## src/rtl/_64b66b_tx.sv

```systemverilog
// _64b66b_tx: 64b/66b transmit scrambler (G(x)=1+x^39+x^58) with a one-deep valid/ready output register.
// Define SCRAM_TEST_PATTERN_EN to add test_i and a self-generated all-zero test-pattern mode.
module _64b66b_tx #(
  parameter int LEN = 64
) (
  input  logic           clk,
  input  logic           nreset,
`ifdef SCRAM_TEST_PATTERN_EN
  input  logic           test_i,
`endif
  input  logic           valid_i,
  output logic           ready_o,
  input  logic [1:0]     head_i,
  input  logic [LEN-1:0] data_i,
  output logic           valid_o,
  input  logic           ready_i,
  output logic [1:0]     head_o,
  output logic [LEN-1:0] data_o
);

  localparam int SW = 58;

  logic [SW-1:0]  state_q, state_d, state_nxt;
  logic           valid_q, valid_d;
  logic [1:0]     head_q, head_d;
  logic [LEN-1:0] data_q, data_d, scr_data;
  logic           ready_int, blk_vld, accept;
  logic [1:0]     blk_head;
  logic [LEN-1:0] blk_data;

  // Returns {next state, scrambled block}. ext[j+SW] holds s[j], so j<0 reads the saved state.
  function automatic logic [SW+LEN-1:0] scramble(input logic [LEN-1:0] d, input logic [SW-1:0] st);
    logic [LEN+SW-1:0] ext;
    logic [SW-1:0]     nst;
    for (int m = 0; m < SW; m++) ext[m] = st[SW-1-m];
    for (int i = 0; i < LEN; i++) ext[i+SW] = d[i] ^ ext[i+SW-39] ^ ext[i];
    for (int k = 0; k < SW; k++) nst[k] = ext[LEN+SW-1-k];
    return {nst, ext[LEN+SW-1:SW]};
  endfunction

  always_comb begin
    ready_int = ~valid_q | ready_i;
    ready_o   = ready_int;
    blk_vld   = valid_i;
    blk_head  = head_i;
    blk_data  = data_i;
`ifdef SCRAM_TEST_PATTERN_EN
    if (test_i) begin
      ready_o  = 1'b0;
      blk_vld  = 1'b1;
      blk_head = 2'b01;
      blk_data = '0;
    end
`endif
    accept = blk_vld & ready_int;
  end

  assign {state_nxt, scr_data} = scramble(blk_data, state_q);

  always_comb begin
    state_d = state_q;
    valid_d = valid_q & ~ready_i;
    head_d  = head_q;
    data_d  = data_q;
    if (accept) begin
      state_d = state_nxt;
      valid_d = 1'b1;
      head_d  = blk_head;
      data_d  = scr_data;
    end
  end

  always_ff @(posedge clk or negedge nreset) begin
    if (!nreset) begin
      state_q <= '1;
      valid_q <= 1'b0;
      head_q  <= 2'b00;
      data_q  <= '0;
    end else begin
      state_q <= state_d;
      valid_q <= valid_d;
      head_q  <= head_d;
      data_q  <= data_d;
    end
  end

  assign valid_o = valid_q;
  assign head_o  = head_q;
  assign data_o  = data_q;

endmodule

```

## config.mk

```make
export PLATFORM = sky130hd
export DESIGN_NAME = _64b66b_tx
export DESIGN_NICKNAME = d
export VERILOG_FILES = /design/src/rtl/_64b66b_tx.sv
export SDC_FILE = /design/constraint.sdc
export NUM_CORES = 1
export LEC_CHECK = 0
export CORE_MARGIN = 10
export CORE_UTILIZATION = 51
export DETAILED_ROUTE_END_ITERATION = 6
export GPL_TIMING_DRIVEN = 0
export PLACE_DENSITY_LB_ADDON = 0.3
export SLEW_MARGIN = 40
export SYNTH_ARGS = -nofsm -noshare
export SYNTH_HDL_FRONTEND = slang
export SYNTH_SLANG_ARGS = --single-unit
export TNS_END_PERCENT = 1
```

## constraint.sdc

```tcl
create_clock -name clk -period 1.62 [get_ports clk]
set_input_delay 0.486 -clock clk [delete_from_list [all_inputs] [get_ports clk]]
set_output_delay 0.486 -clock clk [all_outputs]
set_load 0.01 [all_outputs]
```

==> impl_summary.txt, run 1 <==
----------------------------------------------------
[Drt]
  Routed Antenna Nets ... 0
  Met2 Routed Length ... between 9000 and 10,000 um
  Routed metal-1 wire length ... 7460 um
  DR vias ... around 4,700
  Via density per instance ... between 5 and 6
  Average wire per cell in the routed design ... 24.0 um
  Number of design rule violations left after detail routing ... 0
  Highest layer used for signal routing ... met4
  Drt total wl ... 19,400 um
  Number of optimization iterations in the first detailed-route pass ... 4
  Met3 Routed Length ... 1800 um
  Detailed Route Iter0 Violations ... 425

[Worst setup path]
  Worst reg2reg path depth ... 3
  Critical path capture point type ... primary output
  Reg2reg end ... state_q[45]
  Kind of start point of the critical path ... flip-flop
  Crit Path Category ... reg2out
  Kind of cell with the highest combined delay on the critical path ... flip-flops
  Slack of the worst reg-to-reg path ... 0.001 ns
  Max incr delay on CP ... 0.40 ns
  Sequence of cells on the critical path ... nor2b_4 -> inv_2 -> buf_6
  Buffering stage count on the worst path with inverters included ... 2
  Crit path required time ... approximately 1.1 ns
  Beginning of the worst register-to-register path ... state_q[20]
  Critical Path Slowest Stage Cell ... dfrtp_1
  Critical path data arrival time ... 1.13 ns
  Largest driver fanout on the critical path ... 3

[STA]
  Final Setup Violations ... 0
  Crit share post-route ... 0.999
  Total count of hold-check failures in the final report ... 0
  Shortest period the worst path allows ... approximately 1.6 ns
  Max Slew Vio Count ... 0
  Post-route worst hold slack ... 0.468 ns
  Actual transition at the worst max-transition pin ... 0.535 ns
  Clock tree skew after final layout ... 0.00783 ns
  Slew Limit Headroom ... 0.644
  Max frequency ... approximately 620 MHz
  Setup repair after global routing missed its margin ... yes
  Final worst slack ... 0.00126 ns

[Global route]
  Pin count of the biggest net entering global routing ... 77
  Number of global-route vias before repair ... 5,062
  Total global routing track utilization ... 0.237
  Global-route wire length before repair ... 29,400 um
  Final global-route overflow total ... 0
  Initial antenna violation count ... 0

[Pwr]
  Combinational share of power ... 0.439
  Switching power ... 6.42 mW
  Power Total ... 18.7 mW
  Power density of the placed cells ... 2220 nW/um2
  Switching Share ... 0.343
  Cell Int Power ... 12.3 mW
  Share of total power in sequential cells ... 0.349
  P_leak ... 3.93 nW
  Worst supply voltage drop on vdd ... 949 uV
  Part of the total power dissipated in the clock network ... 0.212

[Synthesis]
  Sequential fraction of the synthesis area ... 0.526
  Number of library cell types mapped by synthesis ... 21
  Async set-reset flop share out of synthesis ... 1.00
  Synthesized netlist net count ... 563
  Primary FF master, synth ... dfrtp_1
  Mapped Area ... 6090 um2
  Number of enable flip-flop cells after synthesis ... 0
  Yosys warns ... 0
  Post-synthesis average cell area ... 12.3 um2
  Synthesized instance count ... 493
  FF+latch count, synth ... 125

[Floorplanning]
  Total Die Area ... approximately 17,000 um2
  Number of top-level pins ... 138
  Horiz. Die Dim ... 129 um
  Core area ... 11,600 um2
  Chip Height ... 129 um
  Initial core utilization ... 0.526
  Rows ... 39

[Place]
  Post-placement cell count ... 774
  Final HPWL from detailed placement ... 14,000 um
  Worst slack, placed ... -0.673 ns
  Weighted congestion reported at the end of routability-driven placement ... 0.898
  Number of I/O port buffers ... 137

[Clock network]
  Clock sink count ... 125
  Clock latency reported for the late side of the worst-skew pair ... 0.42 ns
  CTS root buffer ... clkbuf_16
  H-tree lvl count ... 4
  Clock buffers created by TritonCTS ... 17
  CTS tree ... yes
  Buffers from clock root to sink, at most ... 2
  CTS clk-pin slew, worst paths ... 0.06 ns

[Run]
  Max capacitance violation total ... 0

[Hold path]
  Hold depth ... 1
  Worst Min Path Start ... data_o[32]
  Hold Path Sink ... data_o[32]
  Type of the most critical hold path ... reg2reg

[Cells and area]
  Fraction of final layout cells sized beyond drive strength 1 ... 0.236
  Post-layout instance count excluding filler cells ... 808
  Number of diodes added for antenna fixing ... 0
  Layout Nets ... approximately 720
  Area growth from synthesis to layout ... 38.1%

[Status]
  Outcome ... complete, no violations

----------------------------------------------------
[area by class of cell]
cell class | count | area (um2)
Inverter | 2 | 7.51
Timing Repair Buffer | 140 | 1350
Clock inverter | 6 | 108
Tap cell | 143 | 179
Clock buffer | 26 | 509
Fill cell | 792 | 3160
Sequential cell | 125 | 3200
Multi-Input combinational cell | 332 | 2870
Buffer | 34 | 189
[per-layer routing]
layer | vias up | track usage
li1 | 2041 | -
met3 | 31 | 0.0795
met5 | - | 0
met2 | 240 | 0.384
met4 | 0 | 0.100
met1 | 2382 | 0.285
[cells in the mapped netlist, types with 2 or more instances]
cell type	count	area share
mux2_2	13	0.024
dfstp_2	58	0.25
nand2_1	28	0.017
buf_4	2	0.0025
nor3_1	15	0.012
xnor2_1	54	0.078
clkbuf_1	19	0.012
buf_2	11	0.0090
inv_2	2	0.0012
a21o_2	4	0.0058
dfrtp_1	67	0.28
a21o_1	26	0.032
o21ai_0	125	0.10
or3_1	13	0.013
o21ai_1	11	0.0090
xnor3_1	40	0.15
[registers in the layout (all words and copies together) (netlist names)]
signal / flops
state_q: 58
data_o: 64
valid_o: 1
head_o: 2
[how the worst max path moves through the flow]
stage | from | to | slack, ns | cells past startpoint
final | valid_o | ready_o | 0.001 | 3
after global routing | valid_o | ready_o | -0.04 | 3
after CTS | state_q[21] | data_o[56] | -0.04 | 3
after detailed placement | valid_i | data_o[28] | -0.67 | 6
after global placement | nreset | data_o[31] | -4.58 | 1
after floorplan | valid_i | head_o[0] | 0.15 | 5
[metrics by stage]
step	area [um2]	TNS, ns	utilization
floorplan	6090	0	-
global placement	7640	-543.84	0.660
detailed placement	7670	-59.98	0.663
CTS	8280	-0.0631	0.716
global route	8410	-0.120	0.727
finish	8410	0	0.727
[layout by cell type, fill, tap and decap left out, types with 8 or more instances in the layout]
cell type / n
xnor3_1: 37
mux2_2: 13
or3_1: 8
nand2_1: 28
xnor2_1: 48
clkdlybuf4s15_1: 10
dfstp_2: 58
buf_2: 8
clkbuf_16: 17
clkdlybuf4s50_1: 66
a21o_1: 26
dlygate4sd2_1: 59
o21ai_1: 14
o21ai_0: 122
dfrtp_1: 67
clkbuf_1: 14
[cells by family after synthesis]
logic type	after synthesis	synth area share
AO/OA/AOI/OAI	166	0.150
XOR/XNOR	95	0.228
flip-flops	125	0.526
AND/OR/NAND/NOR	58	0.0462
multiplexers	13	0.0240
buffers and inverters	36	0.0259
[power groups by stage]
stage	Clock (mW)	Sequential (mW)	Combinational, mW
after floorplan	0	6.45	4.71
after global placement	0	6.40	8.02
after detailed placement	0	6.49	8.19
after CTS	3.98	6.46	7.90
after global routing	4.14	6.66	8.80
final	3.96	6.52	8.22
[repair_timing]
action	CTS	global route
gates resized for setup	91	52
pin swaps	1	1
hold buffers	1	0
hold endpoints to repair	34	0
gates cloned	0	0
setup endpoints to repair	169	112
setup buffers	1	0
Power figures use the tool's default switching activity.
==> run 2, diff against run 1 <==
REMOVE_ABC_BUFFERS = 1   (was unset)
SKIP_CTS_REPAIR_TIMING = 1   (was unset)
clock period = 1.7 ns   (was 1.62 ns; I/O delays follow)
==> impl_summary.txt, run 2 (synthesis results as in run 1) <==
----------------------------------------------------
[Status]
  Outcome ... complete, no violations

[STA]
  Final Setup Violations ... 0 (unchanged)
  Total count of hold-check failures in the final report ... 0 (unchanged)
  Max frequency ... about 590 MHz
  Actual transition at the worst max-transition pin ... 0.446 ns (-0.0882 ns)
  Slew Limit Headroom ... 0.700 (+0.0565)
  Crit share post-route ... 0.992
  Shortest period the worst path allows ... 1.69 ns
  Max Slew Vio Count ... 0 (unchanged)
  Setup repair after global routing missed its margin ... yes
  Clock tree skew after final layout ... 0.00861 ns (+0.000777 ns)
  Setup Total Neg Slack ... 0 ns (unchanged)

[Global route]
  Number of global-route vias before repair ... 4,584 (-9.4%)
  Total global routing track utilization ... 0.185 (-0.0526)
  Initial antenna violation count ... 0 (unchanged)
  Final global-route overflow total ... 0 (unchanged)
  Pin count of the biggest net entering global routing ... 71 (-7.8%)
  Global-route wire length before repair ... 24,200 um (-18%)

[Worst setup path]
  Crit path required time ... 1.19 ns (+0.06 ns)
  Largest driver fanout on the critical path ... 4 (+1)
  Kind of start point of the critical path ... flip-flop
  Critical path capture point type ... primary output
  Crit Path Category ... reg2out
  Critical path data arrival time ... 1.18 ns (+0.05 ns)

[Clock network]
  Clock buffers created by TritonCTS ... 17 (unchanged)
  Clock latency reported for the late side of the worst-skew pair ... 0.41 ns (about the same)
  CTS tree ... yes
  CTS root buffer ... clkbuf_16
  CTS clk-pin slew, worst paths ... 0.05 ns (about the same)
  Clock sink count ... 125 (unchanged)
  H-tree lvl count ... 4 (unchanged)
  Buffers from clock root to sink, at most ... 2 (unchanged)

[Floorplanning]
  Chip Height ... 129 um (unchanged)
  Number of top-level pins ... 138 (unchanged)
  Horiz. Die Dim ... 129 um (unchanged)
  Initial core utilization ... 0.526 (unchanged)
  Rows ... 39 (unchanged)
  Core area ... 11,600 um2 (unchanged)
  Total Die Area ... 16,700 um2 (unchanged)

[Cells and area]
  Area growth from synthesis to layout ... 38.7%
  Number of diodes added for antenna fixing ... 0 (unchanged)
  Layout Nets ... 696 (-3.6%)
  Fraction of final layout cells sized beyond drive strength 1 ... 0.192 (-0.0436)
  Most common cell after layout, fill and taps aside ... o21ai_0
  Flip-flop count of the largest register after layout ... 64 (unchanged)
  Most used cells in the layout excluding fill and tap cells ... o21ai_0, dlymetal6s2s_1, dfrtp_1, clkdlybuf4s50_1, dfstp_2

[Hold path]
  Type of the most critical hold path ... in2async

[Drt]
  DR vias ... 4,329 (-7.8%)
  Number of design rule violations left after detail routing ... 0 (unchanged)
  Detailed Route Iter0 Violations ... 256 (-40%)
  Drt total wl ... 15,400 um (-21%)
  Via density per instance ... 5.54 (-4.7%)
  Average wire per cell in the routed design ... 19.6 um (-18%)
  Routed Antenna Nets ... 0 (unchanged)
  Number of optimization iterations in the first detailed-route pass ... 4 (unchanged)

[Place]
  Number of I/O port buffers ... 137 (unchanged)
  Weighted congestion reported at the end of routability-driven placement ... 0.776 (-14%)
  Final HPWL from detailed placement ... 10,800 um (-23%)

[Pwr]
  Power Total ... 16.7 mW (-11%)
  Worst supply voltage drop on vdd ... 1090 uV (+15%)
  P_leak ... 4.45 nW (+13%)
  Power density of the placed cells ... 1980 nW/um2 (-11%)

[Run]
  Max capacitance violation total ... 0 (unchanged)

----------------------------------------------------
-- run 2: cell count changes in the layout (fill, tap and decap cells not counted), sizes merged --
cell and delta:
dlygate4sd3 -1, clkdlybuf4s15 -10, dlygate4sd2 -59, bufinv -2, clkbuf -25, dlymetal6s2s +70
buf -7, clkinvlp +3, clkinv +5
-- run 2: final timing paths --
kind                       depth (start not counted)     endpoint        from  slack (ns)
max                                                3      ready_o     valid_o        0.01
min                                                1   data_o[60]      nreset        0.02
max reg2reg                                        6   data_o[30]     valid_o        0.09
min reg2reg                                        1   data_o[27]  data_o[27]        0.48
max in group asynchronous                          2  state_q[38]      nreset        0.97
min in group clk                                   1   data_o[27]  data_o[27]        0.48
-- run 2: stage by stage --
step | hold slack (ns) | cells | utilization | worst slack (ns) | cell area, um2
2_1_floorplan | 0.214 | 459 | - | -1.54 | 5940
3_3_place_gp | 0.458 | 739 | 0.647 | -4.61 | 7490
3_5_place_dp | 0.455 | 746 | 0.663 | -1.06 | 7670
4_1_cts | 0.0205 | 778 | 0.710 | -0.712 | 8220
5_1_grt | 0.0308 | 782 | 0.730 | -0.0387 | 8440
6_report | 0.0180 | 782 | 0.730 | 0.0133 | 8440
-- run 2: worst max-delay path: stages, from the launching register on --
cell	delay (ns)
dfrtp_1	0.34
nor2b_4	0.19
inv_2	0.07
dlymetal6s2s_1	0.17
-- run 2: power breakdown --
part	internal (mW)	switching, mW	leakage [nW]	total [mW]
sequential	4.95	1.06	1.43	6.01
combinational	4.36	3.02	2.76	7.38
clock	2.03	1.29	0.261	3.32
-- run 2: cell type report --
class	count	area (um2)
Clock buffer	20	447
Clock inverter	12	98.8
Fill cell	795	3120
Inverter	2	15.0
Multi-Input combinational cell	332	2740
Sequential cell	125	3200
Tap cell	143	179
Timing Repair Buffer	148	1760
-- run 2: metal layers --
metal  global-route usage  vias up  part of all wire
li1                     -     1995                 -
met1                0.221     2193              0.41
met2                0.293      124              0.49
met3               0.0869       17             0.088
met4               0.0515        0            0.0098
met5                    0        -                 0
==> run 3, diff against run 2 <==
PLACE_DENSITY = 0.81   (was unset)
PLACE_DENSITY_LB_ADDON = unset   (was 0.3)
==> impl_summary.txt, run 3 (synthesis results as in run 1) <==
----------------------------------------------------
[Clock network]
  Clock buffers created by TritonCTS ... 17 (unchanged)
  CTS clk-pin slew, worst paths ... 0.05 ns (about the same)
  Clock latency reported for the late side of the worst-skew pair ... 0.42 ns (about the same)
  CTS root buffer ... clkbuf_16
  Clock sink count ... 125 (unchanged)
  H-tree lvl count ... 4 (unchanged)
  Buffers from clock root to sink, at most ... 2 (unchanged)
  CTS tree ... yes

[Worst setup path]
  Critical path data arrival time ... 2.07 ns (+0.89 ns)
  Crit path required time ... 1.99 ns (+0.80 ns)
  Critical path capture point type ... flip-flop
  Largest driver fanout on the critical path ... 28 (+24)
  Kind of cell with the highest combined delay on the critical path ... buffers and inverters
  Critical Path Slowest Stage Cell ... dfrtp_1
  Buffering stage count on the worst path with inverters included ... 4 (+2)
  Worst setup path end ... head_o[0]
  Worst reg2reg path depth ... 7 (+1)
  Kind of start point of the critical path ... flip-flop
  Max incr delay on CP ... 0.37 ns (+0.03 ns)
  Reg2reg end ... head_o[0]
  Beginning of the worst register-to-register path ... valid_o
  Crit Path Category ... reg2reg
  Start point of the critical path ... valid_o
  Crit path depth ... 7 (+4)
  Sequence of cells on the critical path ... nor2b_4 -> buf_16 -> buf_12 -> buf_16 -> nor2_4 -> buf_12 -> mux2_2
  Slack of the worst reg-to-reg path ... -0.07 ns (-0.16 ns)

[Pwr]
  Power Total ... 16.7 mW (about the same)
  Switching Share ... 0.317 (-0.00446)
  P_leak ... 4.44 nW (-0.14%)
  Cell Int Power ... 11.4 mW (+0.58%)
  Part of the total power dissipated in the clock network ... 0.198 (about the same)
  Share of total power in sequential cells ... 0.361 (about the same)
  Power density of the placed cells ... 1980 nW/um2 (about the same)
  Combinational share of power ... 0.441 (about the same)
  Worst supply voltage drop on vdd ... 1010 uV (-7.5%)
  Switching power ... 5.30 mW (-1.5%)

[Cells and area]
  Fraction of final layout cells sized beyond drive strength 1 ... 0.183 (-0.00910)
  Area of all sequential standard cells ... 3200 um2 (unchanged)
  Layout Nets ... 695 (-0.14%)
  Post-Route Utilization ... 0.729 (-0.00130)
  Area growth from synthesis to layout ... 38.4%
  Multi-input logic area ... 2740 um2 (unchanged)
  Post-layout instance count excluding filler cells ... 781 (-0.13%)
  Post-route standard cell area excluding fillers ... 8430 um2 (-0.18%)
  Number of diodes added for antenna fixing ... 0 (unchanged)
  Flip-flop count of the largest register after layout ... 64 (unchanged)
  Layout fillers ... 767 (-3.5%)
  Most common cell after layout, fill and taps aside ... o21ai_0
  Most used cells in the layout excluding fill and tap cells ... o21ai_0, dlymetal6s2s_1, dfrtp_1, clkdlybuf4s50_1, dfstp_2

[Drt]
  Drt total wl ... 15,400 um (+0.11%)
  DR vias ... 4,339 (+0.23%)
  Detailed Route Iter0 Violations ... 335 (+31%)
  Routed Antenna Nets ... 0 (unchanged)
  Number of optimization iterations in the first detailed-route pass ... 5 (+1)
  Number of design rule violations left after detail routing ... 0 (unchanged)
  Via density per instance ... 5.56 (+0.36%)
  Average wire per cell in the routed design ... 19.7 um (+0.24%)

[STA]
  Max Slew Vio Count ... 0 (unchanged)
  Total count of hold-check failures in the final report ... 2 (+2)
  Max frequency ... 564 MHz (-5.0%)
  Setup repair after global routing missed its margin ... yes
  Final worst slack ... -0.0745 ns (-0.0879 ns)
  Crit share post-route ... 1.04 (+0.0517)
  Shortest period the worst path allows ... 1.77 ns (+0.0879 ns)
  Slew Limit Headroom ... 0.725 (+0.0247)
  Final Setup Violations ... 13 (+13)
  Actual transition at the worst max-transition pin ... 0.413 ns (-0.0337 ns)
  Post-route worst hold slack ... -0.00519 ns (-0.0232 ns)
  Clock tree skew after final layout ... 0.00627 ns (-0.00234 ns)

[Status]
  Violated checks ... negative hold slack, negative setup slack
  Outcome ... finished, violations left

[Floorplanning]
  Horiz. Die Dim ... 129 um (unchanged)
  Chip Height ... 129 um (unchanged)
  Core area ... 11,600 um2 (unchanged)
  Rows ... 39 (unchanged)
  Number of top-level pins ... 138 (unchanged)
  Total Die Area ... 16,700 um2 (unchanged)
  Initial core utilization ... 0.526 (unchanged)

[Run]
  Max capacitance violation total ... 0 (unchanged)

[Global route]
  Number of global-route vias before repair ... 4,486 (-2.1%)
  Final global-route overflow total ... 0 (unchanged)
  Global-route wire length before repair ... 23,900 um (-1.2%)
  Total global routing track utilization ... 0.184 (-0.000688)
  Pin count of the biggest net entering global routing ... 75 (+5.6%)
  Initial antenna violation count ... 0 (unchanged)

[Place]
  Dpl cell area ... 7670 um2 (about the same)
  Weighted congestion reported at the end of routability-driven placement ... 0.772 (-0.54%)
  Post-placement cell count ... 746 (unchanged)
  Final HPWL from detailed placement ... 10,800 um (-0.77%)
  Number of I/O port buffers ... 137 (unchanged)
  Worst slack, placed ... -0.848 ns (+0.209 ns)

[Hold path]
  Type of the most critical hold path ... in2async

----------------------------------------------------
run 3: changes by cell type in the layout (fill, tap and decap cells not counted), sizes merged:
cell / previous run / this run
dlymetal6s2s: 70 / 69
buf: 12 / 11
clkinvlp: 4 / 0
bufinv: 1 / 0
clkbuf: 20 / 32
clkinv: 7 / 1
run 3: worst min path at each step:
| stage | start | to | slack (ns) | depth (start not counted) |
|---|---|---|---|---|
| 4_1_cts | nreset | valid_o | -0.002 | 1 |
| 3_5_place_dp | nreset | valid_o | 0.45 | 1 |
| 5_1_grt | nreset | valid_o | 0.007 | 1 |
| 2_1_floorplan | nreset | data_o[0] | 0.21 | 0 |
| 6_report | nreset | valid_o | -0.005 | 1 |
| 3_3_place_gp | data_o[27] | data_o[27] | 0.46 | 1 |
run 3: cell type report:
class | count | share of cell area
flip-flops and latches | 125 | 0.380
multi-input cells | 332 | 0.325
repair buffers | 147 | 0.208
clock buffers | 31 | 0.0639
well taps | 143 | 0.0212
inverters | 2 | 0.00149
clock inverters | 1 | 0.000594
run 3: stage by stage:
step	TNS [ns]	hold slack, ns
global route	-1.40	0.00709
floorplan	-138.11	0.214
finish	-0.572	-0.00519
detailed placement	-52.81	0.449
global placement	-820.63	0.460
CTS	-16.77	-0.00157
run 3: power by group through the flow:
stage               logic, mW  registers (mW)  clock network (mW)
floorplan                4.45            6.15                   0
global placement         7.28            5.99                   0
detailed placement       7.54            6.08                   0
CTS                      7.63            6.06                3.34
global route             8.03            6.20                3.47
finish                   7.37            6.03                3.30
run 3: metal layers:
layer | vias to the layer above | wire length [um] | global-route usage
li1 | 1995 | - | -
met1 | 2193 | 6310 | 0.221
met2 | 127 | 7760 | 0.299
met3 | 24 | 1010 | 0.0673
met4 | 0 | 297 | 0.0656
met5 | - | 0 | 0
